==> config.mk <==
export PLATFORM = sky130hd
export DESIGN_NAME = seg7_display_ctrl
export DESIGN_NICKNAME = d
export VERILOG_FILES = /design/src/rtl/seg7_pkg.sv /design/src/rtl/seg7_display_ctrl_scan_gen.sv /design/src/rtl/seg7_display_ctrl.sv
export SDC_FILE = /design/constraint.sdc
export NUM_CORES = 1
export LEC_CHECK = 0
export CORE_ASPECT_RATIO = 1.2
export CORE_MARGIN = 10
export CORE_UTILIZATION = 40
export DETAILED_ROUTE_END_ITERATION = 8
export GPL_ROUTABILITY_DRIVEN = 0
export GPL_TIMING_DRIVEN = 0
export PLACE_DENSITY = 0.72
export SYNTH_ARGS = -nofsm -noshare
export SYNTH_HDL_FRONTEND = slang
export SYNTH_SLANG_ARGS = --single-unit
==> constraint.sdc <==
create_clock -name clk -period 3.6 [get_ports clk]
set_clock_uncertainty 0.15 [all_clocks]
set_input_delay 0.9 -clock clk [delete_from_list [all_inputs] [get_ports clk]]
set_output_delay 0.9 -clock clk [all_outputs]
set_load 0.005 [all_outputs]
==> src/rtl/seg7_pkg.sv <==
// Shared types and constants for the 4-digit seven-segment display controller.
//   - FSM state encoding for the load/shift/latch update sequence
//   - digit count and payload field widths
//   - packed payload record captured from the granted requester
package seg7_pkg;

   localparam int unsigned NUM_DIGITS = 4;
   localparam int unsigned NUM_REQ    = 2;
   localparam int unsigned DATA_W     = 16;
   localparam int unsigned POINT_W    = 4;
   localparam int unsigned LES_W      = 4;

   typedef enum logic [1:0] {
      IDLE  = 2'd0,
      LOAD  = 2'd1,
      SHIFT = 2'd2,
      LATCH = 2'd3
   } state_t;

   typedef struct packed {
      logic [DATA_W-1:0]  data;
      logic [POINT_W-1:0] point;
      logic [LES_W-1:0]   les;
   } payload_t;

endpackage

==> src/rtl/seg7_display_ctrl_scan_gen.sv <==
// seg7_scan_gen: free-running digit-scan select and blink phase generator.
// Build option: SEG7_BLINK_EN compiles in the frame counter and blink toggle;
// without it blink is tied to 1 (segments always visible).
// Ports:
//   clk, rst  - clock, synchronous active-high reset
//   scan      - 2-bit digit select, advances every SCAN_DIV cycles
//   blink     - blink phase, toggles every BLINK_DIV complete scan frames
module seg7_scan_gen
   import seg7_pkg::*;
#(
   parameter int unsigned SCAN_DIV  = 50000,
   parameter int unsigned BLINK_DIV = 100
) (
   input  logic       clk,
   input  logic       rst,
   output logic [1:0] scan,
   output logic       blink
);

   localparam int unsigned SCAN_CW = (SCAN_DIV > 1) ? $clog2(SCAN_DIV) : 1;

   // Elaboration guard on divider ranges.
   if (SCAN_DIV < 2 || BLINK_DIV < 1) begin : g_param_check
      $error("seg7_scan_gen: SCAN_DIV must be >= 2 and BLINK_DIV >= 1");
   end

   logic [SCAN_CW-1:0] div_cnt;
   logic               scan_step;

   assign scan_step = (div_cnt == SCAN_CW'(SCAN_DIV - 1));

   // Scan divider and digit select.
   always_ff @(posedge clk) begin
      if (rst) begin
         div_cnt <= '0;
         scan    <= 2'd0;
      end else if (scan_step) begin
         div_cnt <= '0;
         scan    <= scan + 2'd1;
      end else begin
         div_cnt <= div_cnt + SCAN_CW'(1);
      end
   end

`ifdef SEG7_BLINK_EN
   localparam int unsigned FRAME_CW = (BLINK_DIV > 1) ? $clog2(BLINK_DIV) : 1;

   logic [FRAME_CW-1:0] frame_cnt;
   logic                frame_end;

   // A frame ends when the scan wraps from the last digit back to digit 0.
   assign frame_end = scan_step && (scan == 2'(NUM_DIGITS - 1));

   // Frame counter and blink toggle.
   always_ff @(posedge clk) begin
      if (rst) begin
         frame_cnt <= '0;
         blink     <= 1'b1;
      end else if (frame_end) begin
         if (frame_cnt == FRAME_CW'(BLINK_DIV - 1)) begin
            frame_cnt <= '0;
            blink     <= ~blink;
         end else begin
            frame_cnt <= frame_cnt + FRAME_CW'(1);
         end
      end
   end
`else
   assign blink = 1'b1;
`endif

endmodule

==> src/rtl/seg7_display_ctrl.sv <==
// seg7_display_ctrl: shares the 4-digit seven-segment display between two
// requesters with round-robin arbitration, holds the granted payload and runs
// the load/shift/latch sequence for the 64-bit serial output register.
// Build option: SEG7_BLINK_EN (see seg7_scan_gen) enables the blink phase.
// Ports:
//   clk, rst            - clock, synchronous active-high reset
//   req                 - per-requester level request, held until ack
//   req_data/point/les  - per-requester payloads (16/4/4 bits each)
//   ack                 - one-cycle one-hot grant pulse (in the LOAD cycle)
//   disp_data/point/les - held payload of the last grant
//   scan, blink         - digit-scan select and blink phase
//   io_load/shift/latch - serial register control strobes
//   busy                - high whenever an update sequence is in progress
module seg7_display_ctrl
   import seg7_pkg::*;
#(
   parameter int unsigned SHIFT_WIDTH = 64,
   parameter int unsigned SCAN_DIV    = 50000,
   parameter int unsigned BLINK_DIV   = 100
) (
   input  logic                        clk,
   input  logic                        rst,
   input  logic [NUM_REQ-1:0]          req,
   input  logic [NUM_REQ*DATA_W-1:0]   req_data,
   input  logic [NUM_REQ*POINT_W-1:0]  req_point,
   input  logic [NUM_REQ*LES_W-1:0]    req_les,
   output logic [NUM_REQ-1:0]          ack,
   output logic [DATA_W-1:0]           disp_data,
   output logic [POINT_W-1:0]          disp_point,
   output logic [LES_W-1:0]            disp_les,
   output logic [1:0]                  scan,
   output logic                        blink,
   output logic                        io_load,
   output logic                        io_shift,
   output logic                        io_latch,
   output logic                        busy
);

   localparam int unsigned CNT_W = (SHIFT_WIDTH > 1) ? $clog2(SHIFT_WIDTH) : 1;

   state_t             state, state_nxt;
   logic [CNT_W-1:0]   shift_cnt, shift_cnt_nxt;
   logic               last_grant;
   logic               grant_vld;
   logic               grant_idx;
   payload_t           grant_payload;
   logic [NUM_REQ-1:0] ack_nxt;

   // Round-robin pick: a lone requester always wins; on contention the
   // requester that was not granted last time wins.
   always_comb begin
      grant_idx = (req[0] && req[1]) ? ~last_grant : req[1];
      grant_payload.data  = req_data[DATA_W*grant_idx +: DATA_W];
      grant_payload.point = req_point[POINT_W*grant_idx +: POINT_W];
      grant_payload.les   = req_les[LES_W*grant_idx +: LES_W];
   end

   // Next-state and next-output logic.
   always_comb begin
      state_nxt     = state;
      shift_cnt_nxt = '0;
      grant_vld     = 1'b0;
      ack_nxt       = '0;
      case (state)
         IDLE: begin
            if (|req) begin
               state_nxt = LOAD;
               grant_vld = 1'b1;
               ack_nxt   = NUM_REQ'(2'b01 << grant_idx);
            end
         end
         LOAD: state_nxt = SHIFT;
         SHIFT: begin
            if (shift_cnt == CNT_W'(SHIFT_WIDTH - 1)) begin
               state_nxt = LATCH;
            end else begin
               shift_cnt_nxt = shift_cnt + CNT_W'(1);
            end
         end
         LATCH: state_nxt = IDLE;
         default: state_nxt = IDLE;
      endcase
   end

   // State register; strobes are registered from the next state so they line
   // up with the state they describe.
   always_ff @(posedge clk) begin
      if (rst) begin
         state      <= IDLE;
         shift_cnt  <= '0;
         last_grant <= 1'b1;
         ack        <= '0;
         io_load    <= 1'b0;
         io_shift   <= 1'b0;
         io_latch   <= 1'b0;
         busy       <= 1'b0;
         disp_data  <= '0;
         disp_point <= '0;
         disp_les   <= '0;
      end else begin
         state      <= state_nxt;
         shift_cnt  <= shift_cnt_nxt;
         ack        <= ack_nxt;
         io_load    <= (state_nxt == LOAD);
         io_shift   <= (state_nxt == SHIFT);
         io_latch   <= (state_nxt == LATCH);
         busy       <= (state_nxt != IDLE);
         if (grant_vld) begin
            last_grant <= grant_idx;
            disp_data  <= grant_payload.data;
            disp_point <= grant_payload.point;
            disp_les   <= grant_payload.les;
         end
      end
   end

   seg7_scan_gen #(
      .SCAN_DIV  (SCAN_DIV),
      .BLINK_DIV (BLINK_DIV)
   ) u_scan_gen (
      .clk   (clk),
      .rst   (rst),
      .scan  (scan),
      .blink (blink)
   );

endmodule

==> impl_metrics.ini <==
[status]
status = completed

[synthesis]
syn_nets = 285
syn_inst = 228
syn-cell-area_sq_um = 2300
ys_types = 39
ys_warn_count = 0
syn_area_per_cell_sq_um = 10.1
ys_seq_area_share_pct = 49.7
ys_ff_latch = 57

[die]
die_w_um = 89.2
initial_core_util_pct = 40.8
rows = 30
io_pins = 85
dieArea_sq_um = 9190
fp.coreArea_sq_um = 5630
die_h_um = 103

[layout]
layout_common_cells = clkdlybuf4s50_1, dfxtp_1, nor2_1
layout.nets = 378
fill_cells = 506
layout_commonest_cell = clkdlybuf4s50_1
drive_above_1_share_pct = 8.31
fin_util_pct = 60.9
area_delta_synth_final_pct = 49.2
diodes = 0
regArea_sq_um = 1140
fin_area_sq_um = 3430
multi_input_area_sq_um = 1050

[route]
first_pass_iters = 4
routed_via_density = 4.99
top_layer_used = met4
initialDrtViolationCount = 73
routed_wl_mm = 6.19
dr_total_vias = 1942
drt-wirelength-per-cell_um = 15.9
ant_nets = 0
drc_errors = 0
wl_met3_um = 460
wirelength_met1_mm = 2.43
wl_met2_mm = 3.23

[worst_setup_path]
cp_data_arrival_time_ns = 2.91
crit_path_end_kind = flip-flop
crit_path_max_fanout = 10
crit_chain = clkdlybuf4s50_1 -> or2_2 -> a21oi_1 -> clkbuf_1 -> a22o_1 -> a21o_1
crit_buf_inv = 2
critical_path.top_delay_family = buffers and inverters
required_ns = 3.71
worstSetupPathType = in2reg
crit_path_start_kind = input pin
max_stage_delay_ns = 0.48
worst_path_max_delay_cell = a21oi_1

[global_route]
grt_pass1_wl_mm = 9.34
grt_antenna_before_repair = 0
grt_usage_pct = 13.0
grt_max_degree = 11
grt_overflow = 0
grt_pass1_vias = 1878

[timing]
period_share_pct = 77.5
fmax_mhz = 358
tightestPinTransition_ns = 0.630
finalSetupViolCount = 0
slew_violations = 0
tns_ns = 0
slew_headroom_pct = 58.0
hold_viol_final = 0
fin_crit_ns = 2.79
rsz0062_at_grt = false

[clock_network]
numCtsBuffers = 9
cts_tree = done
postCtsResizedCells = 0
cts.sinks = 57
insertion_delay_ns = 0.32
max-clock-path-buffers = 2
htreeDepth = 3
cts_hold_buf = 0
postCtsSetupRepairBufs = 0
clkTransAtPathRegs_ns = 0.06
cts-root-buf = clkbuf_8

[placement]
portBuffers = 82
dpl_cell_area_sq_um = 3200
hpwlAfterDp_mm = 4.85

[job]
cap_violations = 0

[power]
power_density_nw_per_um2 = 622
total_power_mw = 2.13
p_leak_nw = 1.48
ir_drop_uv = 401

[min_path]
holdCritPathClass = reg2reg
-- metrics by stage --
| step | hold slack, ns | std cells | worst slack, ns |
|---|---|---|---|
| 2_1_floorplan | 0.267 | 228 | 1.32 |
| 3_3_place_gp | 0.281 | 374 | 0.485 |
| 3_5_place_dp | 0.292 | 374 | 0.449 |
| 4_1_cts | 0.301 | 389 | 0.794 |
| 5_1_grt | 0.313 | 389 | 0.700 |
| 6_report | 0.296 | 389 | 0.810 |
-- worst reg2reg max path: stages (launching register included) --
cell      delay [ns]
dfxtp_1         0.34
inv_1           0.07
ha_1            0.22
a21oi_1         0.46
clkbuf_1        0.47
a22o_1          0.21
a21o_1          0.09
-- flip-flops by register name (all words and copies together), names as in the netlist --
signal and count:
last_grant 1, io_shift 1, u_scan_gen.div_cnt 16, state 2, io_latch 1, disp_point 4, io_load 1, u_scan_gen.scan 2
ack 2, disp_data 16, busy 1, disp_les 4, shift_cnt 6
-- layer usage --
layer / vias to the layer above / global-route usage, %
met5: - / 0
met4: 0 / 4.29
met3: 6 / 5.22
met2: 54 / 23.1
met1: 897 / 13.6
li1: 985 / -
-- cells by family after synthesis --
kind of cell | synth area share [%]
DFF | 49.7
and+or+nand+nor | 16.4
adders and majority gates | 2.72
xor gates and xnor gates | 6.86
other | 0.163
buffers and inverters | 4.63
AOI/OAI and AO/OA | 19.6
-- cell usage after synthesis, drive strengths merged --
| library cell | instances | share of area, % |
|---|---|---|
| nand4bb | 1 | 0.49 |
| nand3 | 4 | 0.87 |
| xor2 | 5 | 1.9 |
| nand2 | 8 | 1.3 |
| a22o | 24 | 9.2 |
| and3b | 1 | 0.38 |
| a21oi | 5 | 1.1 |
| and2 | 1 | 0.27 |
| buf | 6 | 2.3 |
| nor2 | 30 | 5.1 |
| or3 | 2 | 0.54 |
| clkbuf | 5 | 0.82 |
| nand4 | 4 | 1.1 |
| nand4b | 1 | 0.38 |
| inv | 9 | 1.5 |
| or4 | 2 | 0.82 |
| and3 | 1 | 0.27 |
| a221oi | 1 | 0.38 |
| and4 | 1 | 0.38 |
| conb | 1 | 0.16 |
| and4b | 1 | 0.44 |
| ha | 5 | 2.7 |
| xnor2 | 13 | 5.0 |
| nor3 | 4 | 0.87 |
| dfxtp | 57 | 50 |
| or2 | 2 | 0.55 |
| nand2b | 3 | 0.82 |
| o31ai | 1 | 0.33 |
| a21o | 24 | 7.8 |
| nand3b | 1 | 0.33 |
| nor4 | 3 | 1.5 |
| a31o | 2 | 0.76 |
-- worst paths after layout --
| path | startpoint | end | slack [ns] | cells after the start |
|---|---|---|---|---|
| worst max-delay path | req[0] | disp_data[4] | 0.81 | 6 |
| worst max register to register | state[0] | disp_data[4] | 1.53 | 6 |
| worst min-delay path | shift_cnt[0] | shift_cnt[0] | 0.30 | 1 |
| worst min register to register | shift_cnt[0] | shift_cnt[0] | 0.30 | 1 |
-- layout make-up --
| class | count | share of cell area, % |
|---|---|---|
| Sequential cell | 57 | 33.3 |
| Multi-Input combinational cell | 151 | 30.6 |
| Timing Repair Buffer | 82 | 24.0 |
| Clock buffer | 13 | 4.93 |
| Tap cell | 64 | 2.34 |
| Buffer | 11 | 2.12 |
| Clock inverter | 2 | 1.75 |
| Inverter | 9 | 0.986 |
-- report_power, final --
part,switching (mW),internal (mW),leakage (nW)
registers,0.0578,0.761,0.466
logic,0.257,0.381,0.899
clock network,0.233,0.443,0.116
total,0.548,1.58,1.48
(Power assumes the default switching activity.)
